`src/rtl/onchip_mem_arbiter_if.sv`:
```
// Bus bundle between the two Avalon-MM requesters, the arbiter and the memory s1 slave.
// Handshake: an access is accepted at the rising edge that ends a cycle in which the port requests and waitrequest is low.
interface onchip_mem_arbiter_if;
  logic [14:0]  p0_address;
  logic [15:0]  p0_byteenable;
  logic         p0_read;
  logic         p0_write;
  logic [127:0] p0_writedata;
  logic         p0_waitrequest;
  logic [127:0] p0_readdata;
  logic         p0_readdatavalid;

  logic [14:0]  p1_address;
  logic [15:0]  p1_byteenable;
  logic         p1_read;
  logic         p1_write;
  logic [127:0] p1_writedata;
  logic         p1_waitrequest;
  logic [127:0] p1_readdata;
  logic         p1_readdatavalid;

  logic [14:0]  mem_address;
  logic [15:0]  mem_byteenable;
  logic [127:0] mem_writedata;
  logic         mem_chipselect;
  logic         mem_write;
  logic         mem_clken;
  logic [127:0] mem_readdata;

  modport slave (
    input  p0_address, p0_byteenable, p0_read, p0_write, p0_writedata,
    output p0_waitrequest, p0_readdata, p0_readdatavalid,
    input  p1_address, p1_byteenable, p1_read, p1_write, p1_writedata,
    output p1_waitrequest, p1_readdata, p1_readdatavalid,
    output mem_address, mem_byteenable, mem_writedata, mem_chipselect, mem_write, mem_clken,
    input  mem_readdata
  );

  modport master (
    output p0_address, p0_byteenable, p0_read, p0_write, p0_writedata,
    input  p0_waitrequest, p0_readdata, p0_readdatavalid,
    output p1_address, p1_byteenable, p1_read, p1_write, p1_writedata,
    input  p1_waitrequest, p1_readdata, p1_readdatavalid,
    input  mem_address, mem_byteenable, mem_writedata, mem_chipselect, mem_write, mem_clken,
    output mem_readdata
  );
endinterface

```
`src/rtl/onchip_mem_arbiter.sv`:
```
// Round-robin arbiter sharing one single-port on-chip memory between two Avalon-MM masters,
// with a bounded ownership burst and read-return steering back to the issuing port.
module onchip_mem_arbiter #(
  parameter int unsigned HOLD_MAX = 4
) (
  input  logic                 clk,
  input  logic                 reset,
  onchip_mem_arbiter_if.slave  bus,
  output logic [1:0]           state_o
);

  typedef enum logic [1:0] {
    IDLE = 2'd0,
    OWN0 = 2'd1,
    OWN1 = 2'd2
  } state_e;

  localparam logic [3:0] HOLD_LIM = 4'(HOLD_MAX - 1);

  state_e     state_q, state_d;
  logic       last_q, last_d;
  logic [3:0] hold_q, hold_d;
  logic       rd_pend_q, rd_pend_d;
  logic       rd_port_q, rd_port_d;

  logic req0, req1;
  logic gnt_valid;
  logic gnt_port;
  logic gnt_read;
  state_e own_st;

  assign req0 = bus.p0_read | bus.p0_write;
  assign req1 = bus.p1_read | bus.p1_write;

  always_ff @(posedge clk or posedge reset) begin
    if (reset) begin
      state_q   <= IDLE;
      last_q    <= 1'b1;
      hold_q    <= 4'd0;
      rd_pend_q <= 1'b0;
      rd_port_q <= 1'b0;
    end else begin
      state_q   <= state_d;
      last_q    <= last_d;
      hold_q    <= hold_d;
      rd_pend_q <= rd_pend_d;
      rd_port_q <= rd_port_d;
    end
  end

  // Grant is withheld while reset is high so waitrequest mirrors the request.
  always_comb begin
    gnt_valid = 1'b0;
    gnt_port  = 1'b0;
    if (!reset) begin
      if (req0 && req1) begin
        gnt_valid = 1'b1;
        case (state_q)
          IDLE:    gnt_port = ~last_q;
          OWN0:    gnt_port = (hold_q < HOLD_LIM) ? 1'b0 : 1'b1;
          OWN1:    gnt_port = (hold_q < HOLD_LIM) ? 1'b1 : 1'b0;
          default: gnt_port = 1'b0;
        endcase
      end else if (req0) begin
        gnt_valid = 1'b1;
        gnt_port  = 1'b0;
      end else if (req1) begin
        gnt_valid = 1'b1;
        gnt_port  = 1'b1;
      end
    end
  end

  assign gnt_read = gnt_valid & (gnt_port ? bus.p1_read : bus.p0_read);
  assign own_st   = gnt_port ? OWN1 : OWN0;

  always_comb begin
    state_d   = IDLE;
    hold_d    = 4'd0;
    last_d    = last_q;
    rd_pend_d = gnt_read;
    rd_port_d = gnt_valid ? gnt_port : rd_port_q;
    if (gnt_valid) begin
      state_d = own_st;
      last_d  = gnt_port;
      // Saturate so a lone requester streaming forever never wraps the counter.
      if (state_q == own_st) begin
        hold_d = (hold_q == 4'hF) ? hold_q : hold_q + 4'd1;
      end
    end
  end

  assign bus.p0_waitrequest = req0 & ~(gnt_valid & ~gnt_port);
  assign bus.p1_waitrequest = req1 & ~(gnt_valid &  gnt_port);

  assign bus.p0_readdata      = bus.mem_readdata;
  assign bus.p1_readdata      = bus.mem_readdata;
  assign bus.p0_readdatavalid = rd_pend_q & ~rd_port_q;
  assign bus.p1_readdatavalid = rd_pend_q &  rd_port_q;

  assign bus.mem_address    = (gnt_valid && gnt_port) ? bus.p1_address    : bus.p0_address;
  assign bus.mem_byteenable = (gnt_valid && gnt_port) ? bus.p1_byteenable : bus.p0_byteenable;
  assign bus.mem_writedata  = (gnt_valid && gnt_port) ? bus.p1_writedata  : bus.p0_writedata;
  assign bus.mem_chipselect = gnt_valid;
  assign bus.mem_write      = gnt_valid & (gnt_port ? bus.p1_write : bus.p0_write);
  assign bus.mem_clken      = 1'b1;

  assign state_o = state_q;

endmodule

```
`src/flat_wrapper.sv`:
```
// flat-port wrapper written by rule: the top's interface ports become plain ports
module onchip_mem_arbiter_flat 
#(
  parameter int unsigned HOLD_MAX = 4
)
  (clk, reset, state_o, bus_p0_address, bus_p0_byteenable, bus_p0_read, bus_p0_write, bus_p0_writedata, bus_p0_waitrequest, bus_p0_readdata, bus_p0_readdatavalid, bus_p1_address, bus_p1_byteenable, bus_p1_read, bus_p1_write, bus_p1_writedata, bus_p1_waitrequest, bus_p1_readdata, bus_p1_readdatavalid, bus_mem_address, bus_mem_byteenable, bus_mem_writedata, bus_mem_chipselect, bus_mem_write, bus_mem_clken, bus_mem_readdata);
  onchip_mem_arbiter_if bus_i ();
  input  logic clk;
  input  logic reset;
  output logic [1:0] state_o;
  input wire logic [$bits(bus_i.p0_address)-1:0] bus_p0_address;
  input wire logic [$bits(bus_i.p0_byteenable)-1:0] bus_p0_byteenable;
  input wire logic [$bits(bus_i.p0_read)-1:0] bus_p0_read;
  input wire logic [$bits(bus_i.p0_write)-1:0] bus_p0_write;
  input wire logic [$bits(bus_i.p0_writedata)-1:0] bus_p0_writedata;
  output wire logic [$bits(bus_i.p0_waitrequest)-1:0] bus_p0_waitrequest;
  output wire logic [$bits(bus_i.p0_readdata)-1:0] bus_p0_readdata;
  output wire logic [$bits(bus_i.p0_readdatavalid)-1:0] bus_p0_readdatavalid;
  input wire logic [$bits(bus_i.p1_address)-1:0] bus_p1_address;
  input wire logic [$bits(bus_i.p1_byteenable)-1:0] bus_p1_byteenable;
  input wire logic [$bits(bus_i.p1_read)-1:0] bus_p1_read;
  input wire logic [$bits(bus_i.p1_write)-1:0] bus_p1_write;
  input wire logic [$bits(bus_i.p1_writedata)-1:0] bus_p1_writedata;
  output wire logic [$bits(bus_i.p1_waitrequest)-1:0] bus_p1_waitrequest;
  output wire logic [$bits(bus_i.p1_readdata)-1:0] bus_p1_readdata;
  output wire logic [$bits(bus_i.p1_readdatavalid)-1:0] bus_p1_readdatavalid;
  output wire logic [$bits(bus_i.mem_address)-1:0] bus_mem_address;
  output wire logic [$bits(bus_i.mem_byteenable)-1:0] bus_mem_byteenable;
  output wire logic [$bits(bus_i.mem_writedata)-1:0] bus_mem_writedata;
  output wire logic [$bits(bus_i.mem_chipselect)-1:0] bus_mem_chipselect;
  output wire logic [$bits(bus_i.mem_write)-1:0] bus_mem_write;
  output wire logic [$bits(bus_i.mem_clken)-1:0] bus_mem_clken;
  input wire logic [$bits(bus_i.mem_readdata)-1:0] bus_mem_readdata;
  assign bus_i.p0_address = bus_p0_address;
  assign bus_i.p0_byteenable = bus_p0_byteenable;
  assign bus_i.p0_read = bus_p0_read;
  assign bus_i.p0_write = bus_p0_write;
  assign bus_i.p0_writedata = bus_p0_writedata;
  assign bus_p0_waitrequest = bus_i.p0_waitrequest;
  assign bus_p0_readdata = bus_i.p0_readdata;
  assign bus_p0_readdatavalid = bus_i.p0_readdatavalid;
  assign bus_i.p1_address = bus_p1_address;
  assign bus_i.p1_byteenable = bus_p1_byteenable;
  assign bus_i.p1_read = bus_p1_read;
  assign bus_i.p1_write = bus_p1_write;
  assign bus_i.p1_writedata = bus_p1_writedata;
  assign bus_p1_waitrequest = bus_i.p1_waitrequest;
  assign bus_p1_readdata = bus_i.p1_readdata;
  assign bus_p1_readdatavalid = bus_i.p1_readdatavalid;
  assign bus_mem_address = bus_i.mem_address;
  assign bus_mem_byteenable = bus_i.mem_byteenable;
  assign bus_mem_writedata = bus_i.mem_writedata;
  assign bus_mem_chipselect = bus_i.mem_chipselect;
  assign bus_mem_write = bus_i.mem_write;
  assign bus_mem_clken = bus_i.mem_clken;
  assign bus_i.mem_readdata = bus_mem_readdata;
  onchip_mem_arbiter #(.HOLD_MAX(HOLD_MAX)) u_core (.clk(clk), .reset(reset), .bus(bus_i), .state_o(state_o));
endmodule
```
`config.mk`:
```
export PLATFORM = sky130hd
export DESIGN_NAME = onchip_mem_arbiter_flat
export DESIGN_NICKNAME = d
export VERILOG_FILES = /design/src/rtl/onchip_mem_arbiter_if.sv /design/src/rtl/onchip_mem_arbiter.sv /design/src/flat_wrapper.sv
export SDC_FILE = /design/constraint.sdc
export NUM_CORES = 1
export LEC_CHECK = 0
export ABC_AREA = 1
export CAP_MARGIN = 0
export CELL_PAD_IN_SITES_DETAIL_PLACEMENT = 1
export CELL_PAD_IN_SITES_GLOBAL_PLACEMENT = 2
export CORE_AREA = 2 2 337 339
export DETAILED_ROUTE_END_ITERATION = 12
export DIE_AREA = 0 0 339 341
export HOLD_SLACK_MARGIN = 0.06
export PLACE_DENSITY_LB_ADDON = 0.1
export SYNTH_ARGS = -nofsm -noshare
export SYNTH_HDL_FRONTEND = slang
export SYNTH_SLANG_ARGS = --single-unit
```
`constraint.sdc`:
```
create_clock -name clk -period 1.94 [get_ports clk]
set_clock_uncertainty 0.1 [all_clocks]
set_input_delay 0.388 -clock clk [delete_from_list [all_inputs] [get_ports clk]]
set_output_delay 0.388 -clock clk [all_outputs]
set_load 0.02 [all_outputs]
```
-- Word-level counts from Yosys, hierarchy flattened
Index checks and enable logic that the tools add are counted.
- memories kept: 0
- RAM bits: 0
- bits in latches: 0
- bits in registers: 9
- input port bits: 452
- output and inout port bits: 424
- word-level logic and storage cells: 50
- ROM bits: 0
- reduce and logical (&&, ||, !) cells: 3
- eq/ne operators: 5
- multipliers: 0
- divide/modulo/power cells: 0
- bitwise gates (word level): 15
- add/sub/neg operators: 1
- magnitude comparators: 1
- muxes and demuxes: 20
- shift operators: 0
- operator list (operator ; count):
    128-bit 2-to-1 mux ; 1
    16-bit 2-to-1 mux ; 1
    15-bit 2-to-1 mux ; 1
    4-bit 2-to-1 mux ; 3
    1-bit 2-to-1 mux ; 11
    1-bit AND ; 8
    1-bit inverter ; 5
    4-bit by 1-bit adder with 4-bit output (second input constant) ; 1
    4-bit equality test (second input constant) ; 1
    4-bit by 2-bit less-than comparator with 1-bit output (second input constant) ; 1
    2-bit 2-to-1 mux ; 2
    3-bit inequality test (second input constant) ; 1
    1-bit one-hot mux with 3 select lines ; 1
    2-bit by 1-bit equality test with 1-bit output (second input constant) ; 1
    2-bit equality test ; 1
    2-bit equality test (second input constant) ; 1
    1-bit logical AND ; 2
    2-bit zero test ; 1
    1-bit bitwise OR ; 2

-- Depth between registers and ports, before layout
Gate-level depths: netlist of run 1.
- word-level depth: 9
- gate-level depth with buffers: 12
- mapped depth without buffers: 10

-- Worst setup path after synthesis of run 1
Ideal clock, no wire load.
- path kind: register to output
- start point: register u_core.hold_q[0]
- end point: output bus_p1_waitrequest
- setup slack: -123 ps
- buffers on the path: 2
- data required time: 1452 ps
- arrival time: 1575 ps
- cell stages (with the launch flop): 11
- cell sequence: dfrtp_1 -> ha_1 -> nor2_2 -> nand3_1 -> nand3_1 -> nand2_1 -> nand2_2 -> inv_2 -> buf_6 -> buf_6 -> nor2_1
- cells in the longest elaborated chain, start to end: 8
- elaborated cells on any way between the ends: 9
- classes of those cells: order compare (1); mux (5); bitwise (3)
- ends and longest elaborated chain (what ; RTL line ; text):
    start: declaration ; onchip_mem_arbiter.sv:22 ; logic [3:0] hold_q, hold_d;
    start signal: assignment ; onchip_mem_arbiter.sv:45 ; hold_q <= hold_d;
    4-bit by 2-bit less-than comparator with 1-bit output (*) ; onchip_mem_arbiter.sv:60, onchip_mem_arbiter.sv:61 ;
    1-bit 2-to-1 mux, on equally long branches ; onchip_mem_arbiter.sv:61, onchip_mem_arbiter.sv:60 ;
    1-bit one-hot mux with 3 select lines (*) ; onchip_mem_arbiter.sv:58 ; case (state_q)
    1-bit 2-to-1 mux (*) ; onchip_mem_arbiter.sv:56 ; if (req0 && req1) begin
    1-bit 2-to-1 mux (*) ; onchip_mem_arbiter.sv:55 ; if (!reset) begin
    1-bit AND (*) ; onchip_mem_arbiter.sv:94 ; assign bus.p1_waitrequest = req1 & ~(gnt_valid & gnt_port);
    1-bit inverter (*) ; onchip_mem_arbiter.sv:94 ;
    1-bit AND (*) ; onchip_mem_arbiter.sv:94 ;
    end: declaration ; flat_wrapper.sv:24 ; output wire logic [$bits(bus_i.p1_waitrequest)-1:0] bus_p1_waitrequest;
Every way passes the cells marked *; elsewhere a longest branch is shown, timed or not.

-- Worst setup path in the final report of run 1
- start point: register u_core.hold_q[0]
- end point: output bus_mem_address[9]
- cells in the longest elaborated chain, start to end: 7
- elaborated cells on any way between the ends: 8
- classes of those cells: order compare (1); mux (6); reduce/logical (1)
- ends and longest elaborated chain (what ; RTL line ; text):
    4-bit by 2-bit less-than comparator with 1-bit output (*) ; onchip_mem_arbiter.sv:60, onchip_mem_arbiter.sv:61 ;
    1-bit 2-to-1 mux, on equally long branches ; onchip_mem_arbiter.sv:61, onchip_mem_arbiter.sv:60 ;
    1-bit one-hot mux with 3 select lines (*) ; onchip_mem_arbiter.sv:58 ;
    1-bit 2-to-1 mux (*) ; onchip_mem_arbiter.sv:56 ;
    1-bit 2-to-1 mux (*) ; onchip_mem_arbiter.sv:55 ;
    1-bit logical AND (*) ; onchip_mem_arbiter.sv:101 ; assign bus.mem_address = (gnt_valid && gnt_port) ? bus.p1_address : bus.p0_address;
    15-bit 2-to-1 mux (*) ; onchip_mem_arbiter.sv:101 ;
    end: declaration ; flat_wrapper.sv:27 ; output wire logic [$bits(bus_i.mem_address)-1:0] bus_mem_address;
Marks and branches as above.

==> results of run 1 <==
-- kinds of logic (layout without fill, tap and decap cells) --
family,after synthesis,after routing
simple gates,519,519
buf+inv,307,610
other cells,1,7
fa+ha+maj,1,1
flops,9,9
compound gates,6,6
-- worst max-delay path by stage --
| stage | start | endpoint | slack [ns] | depth (start not counted) |
|---|---|---|---|---|
| after floorplan | u_core.hold_q[1] | bus_mem_writedata[18] | -0.06 | 12 |
| after global placement | bus_p1_read | bus_mem_writedata[59] | -1.36 | 10 |
| after detailed placement | bus_p1_read | bus_mem_writedata[59] | -1.33 | 10 |
| after CTS | u_core.hold_q[0] | bus_mem_writedata[13] | -0.89 | 13 |
| after global routing | u_core.hold_q[0] | bus_mem_write | -0.92 | 11 |
| final | u_core.hold_q[0] | bus_mem_address[9] | -0.78 | 12 |
-- state kept, by name (all words and copies together) (netlist names) --
name / count
u_core.hold_q: 4
u_core.state_o: 2
u_core.last_q: 1
u_core.rd_pend_q: 1
u_core.rd_port_q: 1
-- synth_stat cells --
| master | count |
|---|---|
| a21oi_2 | 1 |
| a31oi_1 | 1 |
| buf_2 | 16 |
| buf_4 | 259 |
| buf_6 | 16 |
| buf_8 | 2 |
| conb_1 | 1 |
| dfrtp_1 | 8 |
| dfstp_2 | 1 |
| ha_1 | 1 |
| inv_1 | 13 |
| inv_2 | 1 |
| nand2_1 | 472 |
| nand2_2 | 21 |
| nand3_1 | 7 |
| nor2_1 | 18 |
| nor2_2 | 1 |
| o211ai_1 | 1 |
| o21ai_0 | 3 |
-- layout make-up --
class | count | area [um2] | area share [%]
Timing Repair Buffer | 591 | 6140 | 51.9
Inverter | 14 | 78.8 | 0.667
Timing Repair inverter | 1 | 30.0 | 0.254
Multi-Input combinational cell | 527 | 3370 | 28.5
Antenna cell | 6 | 15.0 | 0.127
Tap cell | 1500 | 1880 | 15.9
Clock buffer | 4 | 78.8 | 0.667
Sequential cell | 9 | 226 | 1.92
-- repair_timing --
item	in CTS	in global routing
pin swaps	4	13
gates cloned	8	8
endpoints found under the setup margin	169	170
hold endpoints to repair	0	0
gates resized for setup	551	277
hold buffers	0	0
setup buffers	7	33
-- layer usage --
| layer | up-vias | global-route usage, % | part of all wire (%) |
|---|---|---|---|
| li1 | 2866 | - | - |
| met1 | 2620 | 6.20 | 35 |
| met3 | 77 | 3.89 | 13 |
| met2 | 437 | 11.1 | 50 |
| met5 | - | 0 | 0.32 |
| met4 | 20 | 1.20 | 1.4 |
-- power groups by stage --
stage               registers [mW]  clock network, mW  logic [mW]
finish                       0.216              0.361        3.86
CTS                          0.217              0.376        3.66
global route                 0.219              0.398        4.18
floorplan                    0.222                  0        2.24
global placement             0.219                  0        3.45
detailed placement           0.219                  0        3.42
-- critical path: cells and delay by family (launching register included) --
kind	cells	cell delay, ns
adders and majority gates	1	0.21
and+or+nand+nor	8	0.77
DFF	1	0.37
buffers and inverters	3	0.62
==> PnR_summary.wiki, run 1 <==
{| class="wikitable"
! Metric !! Value
|-
| Outcome || finished with violations
|-
| Failing checks || setup timing
|-
| Post-layout min period || ~2.7 ns
|-
| Largest incremental delay on the critical path || ~0.37 ns
|-
| Post-Route Setup TNS || -111.27 ns
|-
| Compound-Gate Fraction of Synth Area || less than 1%
|-
| Netlist area before placement || around 4600 um2
|-
| Post-synthesis area per instance || between 5 and 6 um2
|-
| First-pass iteration count of the detailed router || 4
|-
| Instance area at placement || 10500 um2
|-
| Buffer type at the clock tree root || clkbuf_16
|-
| Global-route wire length before repair || between 50 and 60 mm
|-
| Non-filler instance count after layout || around 2700
|-
| Number of warning messages in the yosys log || 0
|-
| Half-perimeter wire length after placement || 31.7 mm
|-
| I/O pin total || between 800 and 900
|-
| Combinational family with the most area after synthesis || buffers and inverters
|-
| Maximum capacitance violations || 0
|-
| WL final || 39.8 mm
|-
| Leading cell types in the layout, fill and taps excluded || clkdlybuf4s50_1, nand2_1, nand2_2
|-
| Fraction of layout instances using a drive strength above 1 || 48.6%
|-
| Most frequent CP cell || nand2_1
|-
| Post-Place Worst Slack || -1.33 ns
|-
| Initial antenna violation count || 14
|-
| Part of the cycle the worst path needs || 140%
|-
| Net switching share of the total power || 45.3%
|-
| Floorplan die area || around 120000 um2
|-
| Routed wire per std cell || roughly 15 um
|-
| Required time of the critical path || 1.45 ns
|-
| Simple-gate area share of the yosys netlist || between 40% and 50%
|-
| Post-Syn Instances || 843
|-
| Part of the total power dissipated in sequential elements || slightly below 5%
|-
| Crit. End Element || output port
|-
| Final hold violation count || 0
|-
| Remaining number of nets flagged by the antenna check after routing || 0
|-
| Final worst-path setup slack || -0.778 ns
|-
| Number of flip-flops and latches in the synthesized netlist || 9
|-
| Proportion of netlist area held by the largest area contributor || roughly 42%
|-
| Count of placed standard cells including taps || approximately 2600
|-
| CTS tree || built
|-
| Launching point of the worst reg2reg path || u_core.hold_q[0]
|-
| Destination of the worst register-to-register timing path || u_core.hold_q[1]
|-
| Routed vias/inst || between 2 and 2.5
|-
| Most frequent standard cell in the layout excluding fill and tap cells || clkdlybuf4s50_1
|-
| TritonCTS Buffers || 3
|-
| P per Cell Area || approximately 380 nW/um2
|-
| Die Height || 341 um
|-
| RSZ-0062 raised after global routing || true
|-
| Number of filler cells placed in the layout || around 13000
|-
| Number of levels the H-tree was split into || 1
|-
| Rows || approximately 120
|-
| Clock insertion delay at the later pin of the skew report || 0.23 ns
|-
| Largest area contributor in the synthesized netlist || buf_4
|-
| Clock tree buffer depth || 2
|-
| Cell types with the largest area share after synthesis || buf_4, nand2_1, dfrtp_1
|-
| Fmax || 368 MHz
|-
| Starting DRC count in detailed routing || 84
|-
| Vias post-DR || between 6000 and 7000
|-
| Sw Pwr || around 2.0 mW
|-
| Adder-cell area share of the yosys netlist || less than 1%
|-
| Kind of start point of the critical path || flip-flop
|-
| Clock Pin Slew Worst Setup and Hold Paths || around 0.04 ns
|-
| Max IR drop VDD || 0.224 mV
|-
| Final Total Pwr || between 4 and 5 mW
|-
| Number of sinks on the clock net || 9
|-
| CP Max Fanout || 9
|-
| Area Growth Syn to Fin || 158%
|-
| LEAKAGE || just over 5 nW
|-
| Maximum number of pins on one net before global-route repair || 27
|-
| Worst-path cell chain || ha_2 -> nor2_4 -> nand2_1 -> nand2_1 -> nand3_2 -> nand2_4 -> nand2_8 -> buf_16 -> buf_12 -> nand2_1 -> nand2_2 -> clkdlybuf4s15_2
|-
| Mux share of post-synthesis cell area || 0%
|-
| Via count of the first global-routing pass || about 6700
|-
| Placer congestion estimate || 0.693
|-
| Power share of the clock group || between 8 and 9%
|-
| Finished Core Util || 10.6%
|-
| Final #Nets || 1600
|-
| Worst min path class || in -> async
|-
| Port Buffers || 490
|-
| Sequential-to-total area share from yosys stat || between 4 and 5%
|-
| Area of the core || around 110000 um2
|-
| Global-route congestion overflow total || 0
|-
| Max-slew violation total from the final report || 0
|-
| Number of distinct library cells after synthesis || 19
|-
| Xor/xnor share of the synthesized area || 0%
|-
| CP Class || reg -> out
|-
| Number of cells traversed by the worst register-to-register path || 12
|-
| Detailed-route DRC error count || 0
|-
| Reg2reg setup slack || -0.15 ns
|-
| Worst hold margin || 0.237 ns
|-
| Syn nets || ~1300
|-
| Setup-failing EPs final || around 170
|-
| Die width || approximately 340 um
|-
| Cell at the slowest stage of the critical path || dfrtp_1
|-
| WP data arrival || between 2 and 2.5 ns
|-
| Final instance area || roughly 12000 um2
|-
| GRT Total Usage || ~6.3%
|-
| Effective utilization at floorplan || 4.09%
|-
| Part of the total power dissipated in combinational logic || 87.0%
|-
| Internal Power || 2.43 mW
|}
Power figures use the tool's default switching activity.
==> run 2: changes to the inputs <==
- CAP_MARGIN: 0 -> not set
- REMOVE_ABC_BUFFERS: not set -> 1
==> run 2 against run 1 <==
  * First-iteration DRC count increased to 5.0 times the previous value
  * Clock power rose by 4%
  * Global-route usage rose by 8.4 points
  * The flow still finishes with violations (setup timing)
==> PnR_summary.wiki, run 2 (synthesized netlist as in run 1, its figures left out) <==
{| class="wikitable"
! Metric !! Value
|-
| Fraction of layout instances using a drive strength above 1 || 42.6% (-6.0 points)
|-
| Routed wire per std cell || 33.4 um (+120%)
|-
| Area Growth Syn to Fin || 158% (about the same)
|-
| Final instance area || 11800 um2 (about the same)
|-
| Rows || 123 (unchanged)
|-
| Placer congestion estimate || 0.878 (+27%)
|-
| Worst-path cell chain || ha_4 -> nor2_4 -> nand2_1 -> nand2_1 -> nand3_2 -> nand2_4 -> nand2_8 -> buf_12 -> buf_16 -> buf_12 -> clkbuf_16 -> nand2_1 -> nand2_2 -> buf_6
|-
| Final #Nets || 1616 (+1.0%)
|-
| Required time of the critical path || 1.45 ns (about the same)
|-
| Remaining number of nets flagged by the antenna check after routing || 0 (unchanged)
|-
| Effective utilization at floorplan || 4.09% (unchanged)
|-
| Die width || 339 um (unchanged)
|-
| Instance area at placement || 9820 um2 (-6.2%)
|-
| Maximum number of pins on one net before global-route repair || 36 (+33%)
|-
| Detailed-route DRC error count || 0 (unchanged)
|-
| Buffer type at the clock tree root || clkbuf_16
|-
| Clock insertion delay at the later pin of the skew report || 0.24 ns (about the same)
|-
| Vias post-DR || 7150 (+19%)
|-
| Maximum capacitance violations || 0 (unchanged)
|-
| Half-perimeter wire length after placement || 77.5 mm (+140%)
|-
| Number of sinks on the clock net || 9 (unchanged)
|-
| Area of the core || 112000 um2 (unchanged)
|-
| Register bank with the most flops || u_core.hold_q
|-
| Number of flip-flops in the largest register || 4 (unchanged)
|-
| Number of levels the H-tree was split into || 1 (unchanged)
|-
| Post-Route Setup TNS || -110.18 ns (+1.08 ns)
|-
| Count of placed standard cells including taps || 2596 (+0.35%)
|-
| Launching point of the worst reg2reg path || u_core.hold_q[1]
|-
| Final Total Pwr || 4.58 mW (+3.2%)
|-
| TritonCTS Buffers || 3 (unchanged)
|-
| Outcome || finished with violations
|-
| Clock Pin Slew Worst Setup and Hold Paths || 0.04 ns (about the same)
|-
| P per Cell Area || 387 nW/um2 (+3.1%)
|-
| Post-layout min period || 2.71 ns (-0.00781 ns)
|-
| Part of the cycle the worst path needs || 140% (-0.40 points)
|-
| Number of filler cells placed in the layout || 13300 (-0.24%)
|-
| Setup-failing EPs final || 167 (unchanged)
|-
| I/O pin total || 876 (unchanged)
|-
| Critical Path Start || u_core.hold_q[1]
|-
| CP Class || reg -> out
|-
| Max-slew violation total from the final report || 0 (unchanged)
|-
| WP data arrival || 2.22 ns (about the same)
|-
| Failing checks || setup timing
|-
| Non-filler instance count after layout || 2668 (+0.60%)
|-
| LEAKAGE || 5.17 nW (+1.2%)
|-
| Final hold violation count || 0 (unchanged)
|-
| Worst min path class || in -> async
|-
| CP Max Fanout || 7 (-2)
|-
| First-pass iteration count of the detailed router || 5 (+1)
|-
| Most frequent CP cell || nand2_1
|-
| CTS tree || built
|-
| GRT Total Usage || 14.7% (+8.4 points)
|-
| WL final || 89.2 mm (+120%)
|-
| Floorplan die area || 116000 um2 (unchanged)
|-
| Leading cell types in the layout, fill and taps excluded || clkdlybuf4s50_1, nand2_1, buf_6
|-
| Finished Core Util || 10.6% (about the same)
|-
| Fmax || 369 MHz (+0.29%)
|-
| Final worst-path setup slack || -0.770 ns (+0.00781 ns)
|-
| Post-Place Worst Slack || -1.35 ns (-0.0253 ns)
|-
| Clock tree buffer depth || 2 (unchanged)
|-
| Port Buffers || 490 (unchanged)
|-
| Routed vias/inst || 2.68 (+18%)
|-
| Worst hold margin || 0.224 ns (-0.0122 ns)
|-
| Cell at the slowest stage of the critical path || dfrtp_1
|-
| Number of hold buffers added after CTS || 0 (unchanged)
|-
| Die Height || 341 um (unchanged)
|-
| Largest incremental delay on the critical path || 0.40 ns (+0.03 ns)
|-
| Max IR drop VDD || 0.218 mV (-2.6%)
|-
| RSZ-0062 raised after global routing || true
|-
| Via count of the first global-routing pass || 7180 (+7.3%)
|-
| Global-route wire length before repair || 106 mm (+100%)
|-
| Initial antenna violation count || 26 (+12)
|-
| Kind of start point of the critical path || flip-flop
|-
| Global-route congestion overflow total || 0 (unchanged)
|-
| Crit. End Element || output port
|-
| Most frequent standard cell in the layout excluding fill and tap cells || clkdlybuf4s50_1
|-
| Starting DRC count in detailed routing || 420 (+400%)
|}
==> run 2: cell count changes in the layout (fill, tap and decap cells not counted), moves of 22 or more <==
cell     before  now
nand2_4     117   55
buf_6        65  140
nand2_1     215  300
buf_4       101   69
nand2_2     158  136
buf_12       17   40
==> run 2: report_power, final <==
| part | leakage (nW) | total [mW] | switching [mW] | internal [mW] |
|---|---|---|---|---|
| Clock | 0.0382 | 0.374 | 0.0988 | 0.276 |
| Sequential | 0.116 | 0.218 | 0.0118 | 0.206 |
| Combinational | 5.02 | 3.99 | 1.89 | 2.09 |
==> run 2: final timing paths <==
path	depth (start not counted)	to	slack, ns
worst min register to register	2	u_core.last_q	0.37
min in group clk	2	u_core.last_q	0.37
max in group asynchronous	3	u_core.last_q	1.20
worst min-delay path	3	u_core.state_o[0]	0.22
worst max-delay path	14	bus_mem_writedata[79]	-0.77
worst max register to register	14	u_core.rd_pend_q	-0.21
==> run 2: per-layer routing <==
metal  wire length (um)  part of all wire [%]  vias to the layer above  global-route usage, %
met1              27700                    31                     3117                   12.4
met2              34400                    39                      968                   20.0
met3              23700                    27                      100                   19.7
met4                922                   1.0                       69                   1.38
met5               2450                   2.7                        -                   12.7
li1                   -                     -                     2896                      -
==> run 2: timing repair <==
| action | in CTS | in global routing |
|---|---|---|
| hold endpoints to repair | 0 | 0 |
| cloned | 4 | 5 |
| endpoints found under the setup margin | 172 | 170 |
| pin swaps | 19 | 60 |
| setup buffers | 55 | 11 |
| resized for setup | 750 | 262 |
==> run 2: worst max-delay path: cells and delay by family (launching register included) <==
kind	cells	cell delay [ns]
fa+ha+maj	1	0.19
buf+inv	5	0.70
flops	1	0.40
simple gates	8	0.66
==> run 2: final cells by class <==
cell class | count | area [um2] | share of cell area [%]
clock buffers | 4 | 78.8 | 0.667
multi-input cells | 527 | 2890 | 24.4
well taps | 1500 | 1880 | 15.9
inverters | 14 | 65.1 | 0.550
flip-flops and latches | 9 | 226 | 1.91
diodes | 6 | 15.0 | 0.127
repair buffers | 608 | 6680 | 56.4
==> run 3: changes to the inputs <==
- CTS_BUF_LIST: not set -> sky130_fd_sc_hd__clkbuf_8
- CTS_CLUSTER_DIAMETER: not set -> 120
==> run 3 against run 2 <==
  * The flow still finishes with violations (setup timing)
  * Maximum frequency down 0.13%
  * Non-clock buffer count down 3
  * Worst hold slack better by 0.0089 ns
  * Sequential share of layout area grew 0.061 points
  * Worst setup slack worse by 0.0035 ns
  * First-iteration DRC count is 3.8% higher
  * Final area is 3.1% lower
  * Combinational power down 3%
  * Critical endpoint is now bus_mem_writedata[97]
  * Largest power group unchanged
==> PnR_summary.wiki, run 3 (synthesized netlist as in run 1, its figures left out) <==
{| class="wikitable"
! Metric !! Value
|-
| Starting DRC count in detailed routing || 436 (+3.8%)
|-
| Post-layout min period || 2.71 ns (+0.00347 ns)
|-
| Instance area at placement || 9820 um2 (unchanged)
|-
| Crit. End Element || output port
|-
| Clock Pin Slew Worst Setup and Hold Paths || 0.05 ns (about the same)
|-
| First-pass iteration count of the detailed router || 4 (-1)
|-
| Placer congestion estimate || 0.878 (unchanged)
|-
| Half-perimeter wire length after placement || 77.5 mm (unchanged)
|-
| Worst min path class || in -> async
|-
| Clock insertion delay at the later pin of the skew report || 0.24 ns (about the same)
|-
| Largest incremental delay on the critical path || 0.41 ns (about the same)
|-
| Number of flip-flops in the largest register || 4 (unchanged)
|-
| Maximum number of pins on one net before global-route repair || 36 (unchanged)
|-
| TritonCTS Buffers || 3 (unchanged)
|-
| Clock tree buffer depth || 2 (unchanged)
|-
| Register bank with the most flops || u_core.hold_q
|-
| Die width || 339 um (unchanged)
|-
| Port Buffers || 490 (unchanged)
|-
| Final worst-path setup slack || -0.773 ns (-0.00347 ns)
|-
| WL final || 89.4 mm (+0.20%)
|-
| Worst-path cell chain || ha_4 -> nor2_4 -> nand2_1 -> nand2_1 -> nand3_2 -> nand2_4 -> nand2_8 -> buf_12 -> buf_16 -> buf_12 -> buf_4 -> nand2_1 -> nand2_1 -> buf_2
|-
| Detailed-route DRC error count || 0 (unchanged)
|-
| Vias post-DR || 7125 (-0.35%)
|-
| Routed wire per std cell || 33.6 um (+0.35%)
|-
| Number of hold buffers added after CTS || 0 (unchanged)
|-
| Net switching share of the total power || 44.7% (+0.95 points)
|-
| Max IR drop VDD || 0.137 mV (-37%)
|-
| Leading cell types in the layout, fill and taps excluded || nand2_1, clkdlybuf4s50_1, buf_6
|-
| Internal Power || 2.39 mW (-7.3%)
|-
| CP Class || reg -> out
|-
| Final instance area || 11500 um2 (-3.1%)
|-
| Effective utilization at floorplan || 4.09% (unchanged)
|-
| P per Cell Area || 377 nW/um2 (-2.7%)
|-
| I/O pin total || 876 (unchanged)
|-
| Part of the total power dissipated in sequential elements || 5.0% (+0.2 points)
|-
| Number of sinks on the clock net || 9 (unchanged)
|-
| Most frequent CP cell || nand2_1
|-
| Required time of the critical path || 1.45 ns (about the same)
|-
| Outcome || finished with violations
|-
| Rows || 123 (unchanged)
|-
| Cell at the slowest stage of the critical path || dfrtp_1
|-
| Maximum capacitance violations || 0 (unchanged)
|-
| Sw Pwr || 1.93 mW (-3.6%)
|-
| Most frequent standard cell in the layout excluding fill and tap cells || nand2_1
|-
| Part of the cycle the worst path needs || 140% (+0.18 points)
|-
| Failing checks || setup timing
|-
| CP Max Fanout || 7 (unchanged)
|-
| Global-route wire length before repair || 105 mm (-0.29%)
|-
| Kind of start point of the critical path || flip-flop
|-
| Routed vias/inst || 2.67 (-0.20%)
|-
| Non-filler instance count after layout || 2664 (-0.15%)
|-
| Finished Core Util || 10.2% (-0.33 points)
|-
| Floorplan die area || 116000 um2 (unchanged)
|-
| Count of placed standard cells including taps || 2596 (unchanged)
|-
| Remaining number of nets flagged by the antenna check after routing || 0 (unchanged)
|-
| Die Height || 341 um (unchanged)
|-
| RSZ-0062 raised after global routing || true
|-
| Global-route congestion overflow total || 0 (unchanged)
|-
| Area Growth Syn to Fin || 150%
|-
| Setup-failing EPs final || 167 (unchanged)
|-
| Number of levels the H-tree was split into || 1 (unchanged)
|-
| Buffer type at the clock tree root || clkbuf_8
|-
| Final hold violation count || 0 (unchanged)
|-
| Max-slew violation total from the final report || 0 (unchanged)
|-
| Via count of the first global-routing pass || 7070 (-1.5%)
|-
| GRT Total Usage || 14.6% (-0.021 points)
|-
| Fraction of layout instances using a drive strength above 1 || 38.0% (-4.6 points)
|-
| Number of filler cells placed in the layout || 13400 (+0.31%)
|-
| CTS tree || built
|-
| Part of the total power dissipated in combinational logic || 89.7% (+2.6 points)
|-
| Area of the core || 112000 um2 (unchanged)
|-
| Fmax || 369 MHz (-0.13%)
|-
| Final #Nets || 1613 (-0.19%)
|-
| Power share of the clock group || 5.2% (-3.0 points)
|-
| Final Total Pwr || 4.32 mW (-5.7%)
|-
| WP data arrival || 2.23 ns (about the same)
|-
| LEAKAGE || 5.04 nW (-2.6%)
|-
| Initial antenna violation count || 29 (+12%)
|}
run 3: cell count changes in the layout (fill, tap and decap cells not counted), sizes merged:
cell           before  now
buf               274  271
dlymetal6s2s        5    8
clkbuf             12   10
clkdlybuf4s50     320  319
diode               6    5
dlygate4sd2         1    0
inv                14   15
run 3: worst max-delay path: cells and delay by family (launching register included):
kind / cells / cell delay (ns)
simple gates: 8 / 0.64
fa+ha+maj: 1 / 0.19
flops: 1 / 0.41
buf+inv: 5 / 0.73
run 3: metal layers:
metal,global-route usage (%),wire length [um],vias to the layer above
li1,-,-,2889
met1,12.3,28300,3092
met2,20.0,34600,978
met3,20.2,23700,96
met4,1.09,757,70
met5,10.4,2090,-
run 3: power groups by stage:
stage | combinational [mW] | sequential (mW) | clock [mW]
global route | 4.15 | 0.220 | 0.248
finish | 3.88 | 0.217 | 0.226
detailed placement | 3.29 | 0.219 | 0
global placement | 3.32 | 0.220 | 0
CTS | 3.57 | 0.216 | 0.235
floorplan | 1.08 | 0.222 | 0
run 3: final cells by class:
cell class / count / area, um2 / area share (%)
repair buffers: 605 / 6640 / 58.0
multi-input cells: 527 / 2590 / 22.6
well taps: 1500 / 1880 / 16.4
flip-flops and latches: 9 / 226 / 1.98
inverters: 14 / 65.1 / 0.568
clock buffers: 3 / 41.3 / 0.360
diodes: 5 / 12.5 / 0.109
clock inverters: 1 / 3.75 / 0.0328
run 3: final timing paths:
check	startpoint	endpoint	slack, ns	cells after the start
min	reset	u_core.rd_pend_q	0.23	3
max reg2reg	u_core.hold_q[1]	u_core.rd_pend_q	-0.21	14
max	u_core.hold_q[1]	bus_mem_writedata[97]	-0.77	14
max in group asynchronous	reset	u_core.last_q	1.19	3
min reg2reg	u_core.last_q	u_core.last_q	0.38	2
min in group clk	u_core.last_q	u_core.last_q	0.38	2
run 3: per-stage QoR:
step	TNS, ns	setup slack, ns	hold WS, ns
floorplan	-473.70	-3.00	0.115
global placement	-189.88	-1.41	0.373
detailed placement	-184.45	-1.35	0.364
CTS	-116.55	-0.831	0.372
global route	-134.84	-0.916	0.267
finish	-111.18	-0.773	0.233
run 3: repair_timing:
item,CTS,global route
setup endpoints to repair,172,172
setup buffers,33,24
gates resized for setup,642,283
pin swaps,6,37
cloned,4,5
